File: src/rtl/mac_seq_ctrl_if.sv
// mac_seq_ctrl_if: operand-admission and result handshakes
// between the MAC sequencer and the surrounding datapath.
interface mac_seq_ctrl_if;
    logic i_op_valid;
    logic o_op_ready;
    logic o_stg_valid;
    logic o_acc_first;
    logic o_inhibit;
    logic o_res_valid;
    logic i_res_ready;

    modport master (
        input  i_op_valid,
        input  i_res_ready,
        output o_op_ready,
        output o_stg_valid,
        output o_acc_first,
        output o_inhibit,
        output o_res_valid
    );

    modport slave (
        output i_op_valid,
        output i_res_ready,
        input  o_op_ready,
        input  o_stg_valid,
        input  o_acc_first,
        input  o_inhibit,
        input  o_res_valid
    );
endinterface

File: src/rtl/mac_seq_ctrl.sv
// mac_seq_ctrl: job sequencer for the 4-stage FloatSD4 MAC pipeline.
// Optional MAC_SEQ_PERF_EN adds stall / job-cycle counters.
module mac_seq_ctrl #(
    parameter int DEPTH = 4,
    parameter int LEN_W = 10
) (
    input  logic             i_clk,
    input  logic             i_rst_n,
    input  logic             i_start,
    input  logic [LEN_W-1:0] i_len,
    input  logic [4:0]       i_Q_frac,
    input  logic             i_clear,
    mac_seq_ctrl_if.master   bus,
    output logic [4:0]       o_Q_frac,
    output logic             o_busy,
    output logic             o_done
`ifdef MAC_SEQ_PERF_EN
    ,
    output logic [15:0]      o_stall_cnt,
    output logic [15:0]      o_job_cyc
`endif
);

    typedef enum logic [1:0] {
        IDLE  = 2'd0,
        FEED  = 2'd1,
        DRAIN = 2'd2
    } state_t;

    localparam logic [LEN_W-1:0] ONE = LEN_W'(1);

    state_t           state_q;
    state_t           state_d;
    logic [LEN_W-1:0] len_q;
    logic [LEN_W-1:0] cnt_q;
    logic [DEPTH-1:0] tok_q;
    logic [DEPTH-1:0] lst_q;
    logic [4:0]       qf_q;
    logic             done_q;

    logic inhibit;
    logic op_hs;
    logic res_hs;
    logic is_last;
    logic start_ok;

    // result sits at stg4 only when the job's last token arrives there
    assign inhibit  = lst_q[DEPTH-1] & ~bus.i_res_ready;
    assign res_hs   = lst_q[DEPTH-1] & bus.i_res_ready;
    assign op_hs    = bus.i_op_valid & bus.o_op_ready;
    assign is_last  = (cnt_q == len_q - ONE);
    assign start_ok = i_start & (i_len != '0) & ~i_clear;

    assign bus.o_res_valid = lst_q[DEPTH-1];
    assign bus.o_inhibit   = inhibit;
    assign bus.o_op_ready  = (state_q == FEED) & ~inhibit;
    assign bus.o_stg_valid = op_hs;
    assign bus.o_acc_first = op_hs & (cnt_q == '0);

    assign o_Q_frac = qf_q;
    assign o_busy   = (state_q != IDLE);
    assign o_done   = done_q;

    // state register
    always_ff @(posedge i_clk or negedge i_rst_n) begin
        if (!i_rst_n) state_q <= IDLE;
        else          state_q <= state_d;
    end

    // next-state: clear overrides every other event
    always_comb begin
        state_d = state_q;
        unique case (state_q)
            IDLE: begin
                if (start_ok) state_d = FEED;
            end
            FEED: begin
                if (res_hs)                state_d = IDLE;
                else if (op_hs && is_last) state_d = DRAIN;
            end
            DRAIN: begin
                if (res_hs) state_d = IDLE;
            end
            default: state_d = IDLE;
        endcase
        if (i_clear) state_d = IDLE;
    end

    // job parameters and term counter; Q_frac survives a clear
    always_ff @(posedge i_clk or negedge i_rst_n) begin
        if (!i_rst_n) begin
            len_q <= '0;
            cnt_q <= '0;
            qf_q  <= '0;
        end else if (state_q == IDLE && start_ok) begin
            len_q <= i_len;
            cnt_q <= '0;
            qf_q  <= i_Q_frac;
        end else if (op_hs && !i_clear) begin
            cnt_q <= cnt_q + ONE;
        end
    end

    // token / last-term tracker mirroring the pipeline, frozen on stall
    always_ff @(posedge i_clk or negedge i_rst_n) begin
        if (!i_rst_n) begin
            tok_q <= '0;
            lst_q <= '0;
        end else if (i_clear) begin
            tok_q <= '0;
            lst_q <= '0;
        end else if (!inhibit) begin
            tok_q <= (tok_q << 1) | DEPTH'(op_hs);
            lst_q <= (lst_q << 1) | DEPTH'(op_hs & is_last);
        end
    end

    // done pulses the cycle after the result is taken
    always_ff @(posedge i_clk or negedge i_rst_n) begin
        if (!i_rst_n) done_q <= 1'b0;
        else          done_q <= res_hs & ~i_clear;
    end

`ifdef MAC_SEQ_PERF_EN
    logic [15:0] stall_q;
    logic [15:0] jcyc_q;

    assign o_stall_cnt = stall_q;
    assign o_job_cyc   = jcyc_q;

    // saturating per-job stall and busy-cycle counters
    always_ff @(posedge i_clk or negedge i_rst_n) begin
        if (!i_rst_n) begin
            stall_q <= '0;
            jcyc_q  <= '0;
        end else if (state_q == IDLE && start_ok) begin
            stall_q <= '0;
            jcyc_q  <= '0;
        end else begin
            if (inhibit && stall_q != 16'hFFFF) stall_q <= stall_q + 16'd1;
            if (o_busy && jcyc_q != 16'hFFFF)   jcyc_q  <= jcyc_q + 16'd1;
        end
    end
`endif

endmodule
File: src/flat_wrapper.sv
// flat-port wrapper written by rule: the top's interface ports become plain ports
module mac_seq_ctrl_flat 
#(
    parameter int DEPTH = 4,
    parameter int LEN_W = 10
)
  (i_clk, i_rst_n, i_start, i_len, i_Q_frac, i_clear, o_Q_frac, o_busy, o_done, bus_i_op_valid, bus_i_res_ready, bus_o_op_ready, bus_o_stg_valid, bus_o_acc_first, bus_o_inhibit, bus_o_res_valid);
  mac_seq_ctrl_if bus_i ();
  input  logic i_clk;
  input  logic i_rst_n;
  input  logic i_start;
  input  logic [LEN_W-1:0] i_len;
  input  logic [4:0] i_Q_frac;
  input  logic i_clear;
  output logic [4:0] o_Q_frac;
  output logic o_busy;
  output logic o_done;
  input wire logic [$bits(bus_i.i_op_valid)-1:0] bus_i_op_valid;
  input wire logic [$bits(bus_i.i_res_ready)-1:0] bus_i_res_ready;
  output wire logic [$bits(bus_i.o_op_ready)-1:0] bus_o_op_ready;
  output wire logic [$bits(bus_i.o_stg_valid)-1:0] bus_o_stg_valid;
  output wire logic [$bits(bus_i.o_acc_first)-1:0] bus_o_acc_first;
  output wire logic [$bits(bus_i.o_inhibit)-1:0] bus_o_inhibit;
  output wire logic [$bits(bus_i.o_res_valid)-1:0] bus_o_res_valid;
  assign bus_i.i_op_valid = bus_i_op_valid;
  assign bus_i.i_res_ready = bus_i_res_ready;
  assign bus_o_op_ready = bus_i.o_op_ready;
  assign bus_o_stg_valid = bus_i.o_stg_valid;
  assign bus_o_acc_first = bus_i.o_acc_first;
  assign bus_o_inhibit = bus_i.o_inhibit;
  assign bus_o_res_valid = bus_i.o_res_valid;
  mac_seq_ctrl #(.DEPTH(DEPTH), .LEN_W(LEN_W)) u_core (.i_clk(i_clk), .i_rst_n(i_rst_n), .i_start(i_start), .i_len(i_len), .i_Q_frac(i_Q_frac), .i_clear(i_clear), .bus(bus_i), .o_Q_frac(o_Q_frac), .o_busy(o_busy), .o_done(o_done));
endmodule
File: config.mk
export PLATFORM = sky130hd
export DESIGN_NAME = mac_seq_ctrl_flat
export DESIGN_NICKNAME = d
export VERILOG_FILES = /design/src/rtl/mac_seq_ctrl_if.sv /design/src/rtl/mac_seq_ctrl.sv /design/src/flat_wrapper.sv
export SDC_FILE = /design/constraint.sdc
export NUM_CORES = 1
export LEC_CHECK = 0
export ABC_AREA = 1
export CORE_ASPECT_RATIO = 0.5
export CORE_MARGIN = 2
export CORE_UTILIZATION = 30
export DETAILED_ROUTE_END_ITERATION = 7
export GPL_TIMING_DRIVEN = 0
export PLACE_DENSITY_LB_ADDON = 0.12
export SETUP_SLACK_MARGIN = 0.05
export SLEW_MARGIN = 25
export SYNTH_ARGS = -nofsm -noshare
export SYNTH_HDL_FRONTEND = slang
export SYNTH_SLANG_ARGS = --single-unit
File: constraint.sdc
create_clock -name i_clk -period 1.45 [get_ports i_clk]
set_input_delay 0.2175 -clock i_clk [delete_from_list [all_inputs] [get_ports i_clk]]
set_output_delay 0.2175 -clock i_clk [all_outputs]
set_load 0.005 [all_outputs]
# After elaboration in Yosys (flattened, before gate mapping)
# Cells that the tools add are included.
classes:
  n_addsub: 2
  eq_ne: 7
  n_mux: 10
  bitwise: 13
  n_reduce_logical: 10
ops:
  columns: ["operator", "count"]
  rows:
  - ["10-bit 2-to-1 mux", 2]
  - ["10-bit by 1-bit adder with 10-bit output, second input constant", 1]
  - ["10-bit == test", 1]
  - ["10-bit logical NOT", 1]
  - ["2-bit 2-to-1 mux", 5]
  - ["10-bit nonzero test", 1]
  - ["10-bit by 1-bit subtractor with 10-bit output, second input constant", 1]
  - ["1-bit AND", 9]
  - ["4-bit 2-to-1 mux", 2]
  - ["3-bit by 2-bit != test with 1-bit output, second input constant", 2]
  - ["2-bit case mux with 3 select lines", 1]
  - ["4-bit by 3-bit != test with 1-bit output, second input constant", 1]
  - ["4-bit bitwise OR", 1]
  - ["2-bit nonzero test", 2]
  - ["1-bit logical AND", 3]
  - ["1-bit NOT", 3]
  - ["3-bit AND reduction", 1]
  - ["2-bit by 1-bit == test with 1-bit output, second input constant", 1]
  - ["2-bit == test, second input constant", 1]
  - ["2-bit logical NOT", 1]
  - ["2-bit != test, second input constant", 1]
  - ["1-bit logical NOT", 1]
totals:
  reg_bits: 32
  out_inout_bits: 12
  elab_cells: 48

# Logic depth before layout (Yosys ltp)
# Gate-level depths: netlist of run 1.
depth:
  ltp_word: 10
  depth_mapped: 15
  mapped_depth_nobuf: 15

# Worst setup path before layout of run 1
# Ideal clock, no wire load.
synth_timing:
  kind: "register to register"
  startpoint: "register u_core.len_q[0]"
  endpoint: "register u_core.state_q[0]"
  setup_time_ns: 0.118
  arrival_ns: 1.412
  required_time_ns: 1.332
  path_slack_ns: -0.080
  stages_incl_launch_ff: 15
  n_path_buf: 0
  synth_period_minus_slack_ns: 1.530
  cell_sequence: "dfrtp_1 inv_2 ha_1 inv_1 nand2_1 nand2_1 nand2_1 nor2_2 nand2_1 nor2_1 nand3_1 nor2_1 nand2_1 nand2_1 nand2_1"
synth_via:
  elab_chain_cells: 5
synth_lines:
  columns: ["item", "line_no", "text"]
  rows:
  - ["from (decl)", "mac_seq_ctrl.sv:34", "logic [LEN_W-1:0] len_q;"]
  - ["from (signal assigned)", "mac_seq_ctrl.sv:96", "len_q <= i_len;"]
  - ["10-bit by 1-bit subtractor with 10-bit output", "mac_seq_ctrl.sv:51", "assign is_last = (cnt_q == len_q - ONE);"]
  - ["10-bit == test", "mac_seq_ctrl.sv:51", null]
  - ["1-bit logical AND", "mac_seq_ctrl.sv:79", "else if (op_hs && is_last) state_d = DRAIN;"]
  - ["4-bit by 3-bit != test with 1-bit output (no line)", null, null]
  - ["3-bit AND reduction (no line)", null, null]
  - ["to (signal assigned)", "mac_seq_ctrl.sv:67", "else state_q <= state_d;"]
  - ["to (decl)", "mac_seq_ctrl.sv:32", "state_t state_q;"]
# Every way passes these cells.
# A chain may end at the register's enable or synchronous reset.

# Worst setup path after layout of run 1
layout_timing:
  startpoint: "register u_core.cnt_q[1]"
  endpoint: "output port bus_o_acc_first"
layout_via:
  elab_chain_cells: 2
layout_lines:
  columns: ["item", "line_no", "text"]
  rows:
  - ["from (decl)", "mac_seq_ctrl.sv:35", "logic [LEN_W-1:0] cnt_q;"]
  - ["from (signal assigned)", "mac_seq_ctrl.sv:100", "cnt_q <= cnt_q + ONE;"]
  - ["10-bit logical NOT", "mac_seq_ctrl.sv:58", "assign bus.o_acc_first = op_hs & (cnt_q == '0);"]
  - ["1-bit AND", "mac_seq_ctrl.sv:58", null]
  - ["to (decl)", "flat_wrapper.sv:22", "output wire logic [$bits(bus_i.o_acc_first)-1:0] bus_o_acc_first;"]
# Every way passes these cells.

==> run summary, run 1 <==
Avg Inst Size Synth = 7.29 sq um
row count = 21
worst-case clock buffer depth = 2
Final Max Slew Viols = 0
placed instance area = 0.00254 sq mm
CTS Buf Count = 5
Final Hold Violating Endpoints = 0
Leak Pwr = 1.55 nW
failing checks = setup timing
required time worst endpoint = 1.23 ns
Hold Crit Depth = 2
initial antenna violation count = 0
Tot GR Track Use = 0.166
Max Clk Rate = 0.622 GHz
via count = 2122
share of the synthesized area in the top cell type = 0.385
post-route cell area = 0.00327 sq mm
startpoint types = flop
grt ovf = 0
Final nets = 386
drt first pass iters = 4
Min Clock Period, post-route = 1.61 ns
Post-synth ARST share = 1.00
CP max FO = 4
Worst Slack Setup Final = -0.157 ns
Setup Crit Path Kind = reg -> out
Ant. Diodes = 0
simple-gate share of the synthesized area = 0.373
worst-margin pin slew = 0.422 ns
post-synthesis adder-cell area fraction = 0.0181
DIE AREA = 0.00765 sq mm
dominant cells by area after synthesis = dfrtp_1 (39%), nand2_1 (15%), nand3_1 (6.3%)
DR WL/cell = 13.6 microns
share of layout cells above drive strength 1 = 0.414
Yosys cell types = 28
Arrival @ worst endpoint = 1.39 ns
Die W = 122 microns
Antenna Nets Post-Route = 0
via density per instance = 4.67
Core ar. = 0.00670 sq mm
area grow syn2layout = 57.6%
post-synthesis mux area share = 0
IO buf count = 31
largest net degree at the start of global routing = 19
status = finished, violations left
clock slew at reported path FFs = 0.05 ns
Starting Density = 0.310
Ys Warns = 0
area leader, netlist = dfrtp_1
clock latency on the worst-skew pair = 0.28 ns
number of synthesized flops with an enable pin = 0
VDD IR max = 0.487 mV
final wirelength = 6.18 mm
crit share post-route = 1.11
I/O pins = 33
Worst Reg-to-Reg Cells = 14
CTS tree = yes
Util after Layout = 0.489
drt initial violations = 69
Power Density = 1010 mW/mm^2
max_slew headroom = 0.719
Compound-Gate Fraction of Synth Area = 0.104
CTS H-Tree Depth = 2
post-DP HPWL = 4.05 mm
vias in the first global route = 1966
largest family of logic cells by synthesized area = simple AND/OR/NAND/NOR gates
XOR/XNOR Fraction of Synth Area = 0.0253
clock sinks = 32
crit end category = output pin
cells after synthesis = 285
syn nets = 309
RD Place Congestion = 0.854
first-pass GRT wire length = 9.60 mm
chip height = 62.9 microns
Setup Skew = 0.00328 ns
Post-synth top flop = dfrtp_1
CTS root buffer = clkbuf_16
Hold Path Class = in -> reg
RSZ-0062 raised after global routing = true
flops & latches, synth = 32
final setup violating endpoints = 14
DRC = 0
register area share after synthesis = 0.385
MaxCap Viol Count = 0
mapped cell area = 0.00208 sq mm
[state kept, by name, summed over array words and instances (netlist names)]
register         flops
u_core.cnt_q        10
u_core.len_q        10
u_core.o_Q_frac      5
u_core.lst_q         4
u_core.state_q       2
u_core.o_done        1
[repair_timing]
action,in CTS,in global routing
pin swaps,15,17
gates cloned,1,0
hold endpoints to repair,14,0
resized for setup,77,39
hold buffers,1,0
setup buffers,22,15
setup endpoints to repair,33,25
[where the power goes]
part | switching, mW | internal, mW
clock | 0.388 | 0.623
sequential | 0.102 | 0.993
combinational | 0.657 | 0.535
[routing by layer]
| metal | wire length (microns) | vias to the layer above | global-route usage |
|---|---|---|---|
| li1 | - | 1058 | - |
| met1 | 2970 | 1003 | 0.232 |
| met2 | 2810 | 54 | 0.246 |
| met3 | 308 | 7 | 0.0447 |
| met4 | 85 | 0 | 0.0603 |
| met5 | 0 | - | 0 |
[critical path, stage by stage, from the launching register on]
cell and delay (ns):
dfrtp_1 0.42, inv_2 0.12, ha_4 0.14, nand2_4 0.05, nor4_4 0.23, buf_2 0.14
[worst paths after layout]
| check | end | startpoint | slack [ns] |
|---|---|---|---|
| worst max-delay path | bus_o_acc_first | u_core.cnt_q[1] | -0.16 |
| worst min-delay path | u_core.o_done | i_clear | 0.30 |
| worst max register to register | u_core.state_q[0] | u_core.len_q[1] | -0.15 |
| worst min register to register | u_core.o_Q_frac[3] | u_core.o_Q_frac[3] | 0.48 |
| max in group asynchronous | u_core.cnt_q[9] | i_rst_n | 0.61 |
| min in group asynchronous | u_core.state_q[0] | i_rst_n | 0.40 |
[cells by family (layout without fill, tap and decap cells)]
group,Yosys count,count (layout)
AOI/OAI and AO/OA,33,33
xor gates and xnor gates,6,6
adders and majority gates,3,3
buffers and inverters,47,124
DFF,32,32
and+or+nand+nor,164,164
[area by class of cell]
cell class                      count  area (sq um)
Tap cell                           92           115
Buffer                              4          41.3
Clock inverter                      1          5.00
Clock buffer                        6           129
Timing Repair Buffer               70           666
Sequential cell                    32           806
Multi-Input combinational cell    206          1340
Inverter                           43           174
Fill cell                         649          3430
[cell usage after synthesis (2+ instances only)]
library cell / count
nor4_1: 5
ha_1: 3
dfrtp_1: 32
nor2_4: 3
o21ai_1: 4
nand3_1: 26
o21ai_0: 7
nor2_1: 21
nand2_2: 5
xor2_1: 6
o21ai_2: 11
nor3_1: 4
inv_2: 14
nand3_4: 3
inv_1: 28
buf_6: 2
nor2_2: 8
nand2_1: 85
nand4_1: 3
a21oi_1: 7
[per-stage QoR]
step	instances	power (mW)	worst slack, ns	hold slack (ns)	TNS, ns
6_report	454	3.30	-0.157	0.300	-1.17
5_1_grt	454	3.49	-0.272	0.338	-2.56
4_1_cts	440	3.16	-0.142	0.298	-0.457
3_5_place_dp	409	2.01	-0.703	0.171	-16.23
3_3_place_gp	408	1.99	-0.661	0.463	-34.51
2_1_floorplan	285	1.70	-0.0353	-0.0781	-0.0364
[cells in the final DEF (no fill, tap or decap), types with 4 or more instances in the layout]
| master | synthesis | routed |
|---|---|---|
| nand2_1 | 85 | 77 |
| dfrtp_1 | 32 | 28 |
| buf_4 | 1 | 25 |
| inv_2 | 14 | 20 |
| inv_1 | 28 | 18 |
| nand3_1 | 26 | 17 |
| nor2_1 | 21 | 16 |
| clkdlybuf4s50_1 | 0 | 15 |
| buf_6 | 2 | 14 |
| o21ai_2 | 11 | 13 |
| dlygate4sd2_1 | 0 | 10 |
| nand3_2 | 1 | 9 |
| nor2_2 | 8 | 9 |
| nand2_2 | 5 | 9 |
| nor2_4 | 3 | 7 |
| o21ai_1 | 4 | 7 |
| xor2_1 | 6 | 6 |
| inv_4 | 0 | 5 |
| clkbuf_16 | 0 | 5 |
| nand3_4 | 3 | 4 |
| a21oi_2 | 0 | 4 |
| buf_2 | 0 | 4 |
| dfrtp_2 | 0 | 4 |
Note: power is estimated with default switching activity, not from simulation.
==> inputs of run 2 (changes only) <==
==> constraint.sdc (replaced) <==
create_clock -name i_clk -period 1.9 [get_ports i_clk]
set_input_delay 0.285 -clock i_clk [delete_from_list [all_inputs] [get_ports i_clk]]
set_output_delay 0.285 -clock i_clk [all_outputs]
set_load 0.005 [all_outputs]
==> run summary, run 2 (synthesis results as in run 1) <==
worst-margin pin slew = 0.442 ns (was 0.422 ns)
Ant. Diodes = 0 (unchanged)
final wirelength = 5.27 mm (was 6.18 mm)
IO buf count = 31 (unchanged)
DIE AREA = 0.00765 sq mm (unchanged)
layer with the highest usage = met2 (unchanged)
required time worst endpoint = 1.62 ns (was 1.23 ns)
largest stage delay on the critical path = 0.49 ns (was 0.42 ns)
CTS H-Tree Depth = 2 (unchanged)
I/O pins = 33 (unchanged)
grt ovf = 0 (unchanged)
Util after Layout = 0.416 (was 0.489)
hold path startpoint = bus_i_res_ready (was i_clear)
Final Max Slew Viols = 0 (unchanged)
Hold WS = 0.362 ns (was 0.300 ns)
Tot GR Track Use = 0.149 (was 0.166)
Final Hold Violating Endpoints = 0 (unchanged)
drt first pass iters = 4 (unchanged)
via density per instance = 4.53 (was 4.67)
Core ar. = 0.00670 sq mm (unchanged)
crit end category = output pin (unchanged)
VDD IR max = 0.330 mV (was 0.487 mV)
commonest cells after routing, fill and taps aside = nand2_1 (84), dfrtp_1 (29), nand3_1 (26), clkdlybuf4s50_1 (26), inv_2 (21) (was nand2_1 (77), dfrtp_1 (28), buf_4 (25))
crit share post-route = 0.914
largest net degree at the start of global routing = 20 (was 19)
max_slew headroom = 0.703 (was 0.719)
status = finished clean (was finished, violations left)
final setup violating endpoints = 0 (was 14)
clock slew at reported path FFs = 0.05 ns (about the same)
CP Buf/Inv Count = 3 (was 2)
Max Clk Rate = 0.576 GHz
CTS tree = yes (unchanged)
chip height = 62.9 microns (unchanged)
RSZ-0062 raised after global routing = false (was true)
Min Clock Period, post-route = 1.74 ns
Reg2Reg Setup Slack = 0.19 ns (was -0.15 ns)
Die W = 122 microns (unchanged)
Worst Reg-to-Reg Cells = 14 (unchanged)
CP max stage cell = clkdlybuf4s50_1 (was dfrtp_1)
Leak Pwr = 1.35 nW (was 1.55 nW)
worst-case clock buffer depth = 2 (unchanged)
Setup Crit Path Kind = reg -> out (unchanged)
Starting Density = 0.310 (unchanged)
leading cell type in the layout, fill and taps excluded = nand2_1 (unchanged)
drt initial violations = 67 (was 69)
DRC = 0 (unchanged)
RD Place Congestion = 0.852 (was 0.854)
Power Density = 843 mW/mm^2 (was 1010 mW/mm^2)
initial antenna violation count = 0 (unchanged)
first-pass GRT wire length = 8.87 mm (was 9.60 mm)
Setup Skew = 0.00485 ns (was 0.00328 ns)
DR WL/cell = 12.3 microns (was 13.6 microns)
Final nets = 358 (was 386)
area grow syn2layout = 34.0% (was 57.6%)
Hold Path Class = in -> reg (unchanged)
via count = 1936 (was 2122)
startpoint types = flop (unchanged)
Hold Crit Depth = 3 (was 2)
Inst Count DP = 409 (unchanged)
reg2reg start = u_core.len_q[0] (was u_core.len_q[1])
Arrival @ worst endpoint = 1.45 ns (was 1.39 ns)
met1 usage = 0.215 (was 0.232)
CTS root buffer = clkbuf_16 (unchanged)
row count = 21 (unchanged)
worst reg2reg path endpoint = u_core.state_q[0] (unchanged)
Non-Filler Instances = 427 (was 454)
Global Route met3 Usage = 0.0338 (was 0.0447)
Hold Path End = u_core.o_done (unchanged)
MaxCap Viol Count = 0 (unchanged)
worst-path cell chain = nand2_4 > buf_4 > inv_1 > clkdlybuf4s50_1 (was inv_2 > ha_4 > nand2_4 > nor4_4 > buf_2)
post-DP HPWL = 4.10 mm (was 4.05 mm)
clock latency on the worst-skew pair = 0.27 ns (was 0.28 ns)
CP max FO = 3 (was 4)
clock sinks = 32 (unchanged)
share of layout cells above drive strength 1 = 0.245 (was 0.414)
Antenna Nets Post-Route = 0 (unchanged)
vias in the first global route = 1833 (was 1966)
GR Util met2 = 0.225 (was 0.246)
CTS Buf Count = 5 (unchanged)
crit-path leading delay family = buffers and inverters (was flip-flops)
run 2: per-layer routing:
metal  vias up  part of all wire
met1       897              0.54
li1       1000                 -
met3         4             0.037
met5         -                 0
met2        35              0.42
met4         0            0.0078
run 2: worst max-delay path by stage:
stage                         start                 to  slack, ns  depth (start not counted)
finish              u_core.lst_q[3]      bus_o_inhibit       0.16                          4
global route        u_core.len_q[0]  u_core.state_q[0]       0.04                         14
CTS                 u_core.cnt_q[0]    bus_o_acc_first       0.01                          5
detailed placement  bus_i_res_ready    bus_o_acc_first      -0.38                          6
global placement    bus_i_res_ready    bus_o_acc_first      -0.35                          6
floorplan           u_core.len_q[0]  u_core.state_q[0]       0.37                         14
run 2: cell type report:
| type | instances | area, sq um |
|---|---|---|
| timing repair buffer | 42 | 409 |
| inverter | 43 | 164 |
| tap | 92 | 115 |
| clock buffer | 8 | 146 |
| fill | 696 | 3920 |
| multi-input combinational | 206 | 1110 |
| sequential | 32 | 805 |
| buffer | 4 | 33.8 |
run 2: per-stage QoR:
stage	power [mW]	setup slack (ns)	setup TNS (ns)	cell area [sq um]
5_1_grt	2.51	0.0417	0	2790
2_1_floorplan	1.28	0.370	0	2080
6_report	2.35	0.164	0	2790
4_1_cts	2.34	0.0104	0	2720
3_3_place_gp	1.50	-0.349	-10.20	2500
3_5_place_dp	1.51	-0.379	-4.06	2530
run 2: power by group:
group | internal [mW] | switching, mW | total, mW
logic | 0.303 | 0.403 | 0.705
clock network | 0.522 | 0.283 | 0.805
registers | 0.758 | 0.0789 | 0.837
run 2: worst reg2reg max path: stages (launching register included):
cell	delay [ns]
dfrtp_1	0.39
inv_2	0.08
ha_2	0.27
inv_1	0.05
nand2_1	0.04
nand2_1	0.07
nand2_2	0.06
nor2_2	0.12
nand2_1	0.06
nor2_1	0.08
nand3_1	0.09
nor2_2	0.12
nand2_1	0.06
nand2_1	0.06
nand2_1	0.04
run 2: timing repair:
action                     CTS  global route
pin swaps                    1             6
hold endpoints to repair    13             0
setup endpoints to repair    3            24
buffers inserted             3             6
hold buffers                 1             0
resized for setup            5            20
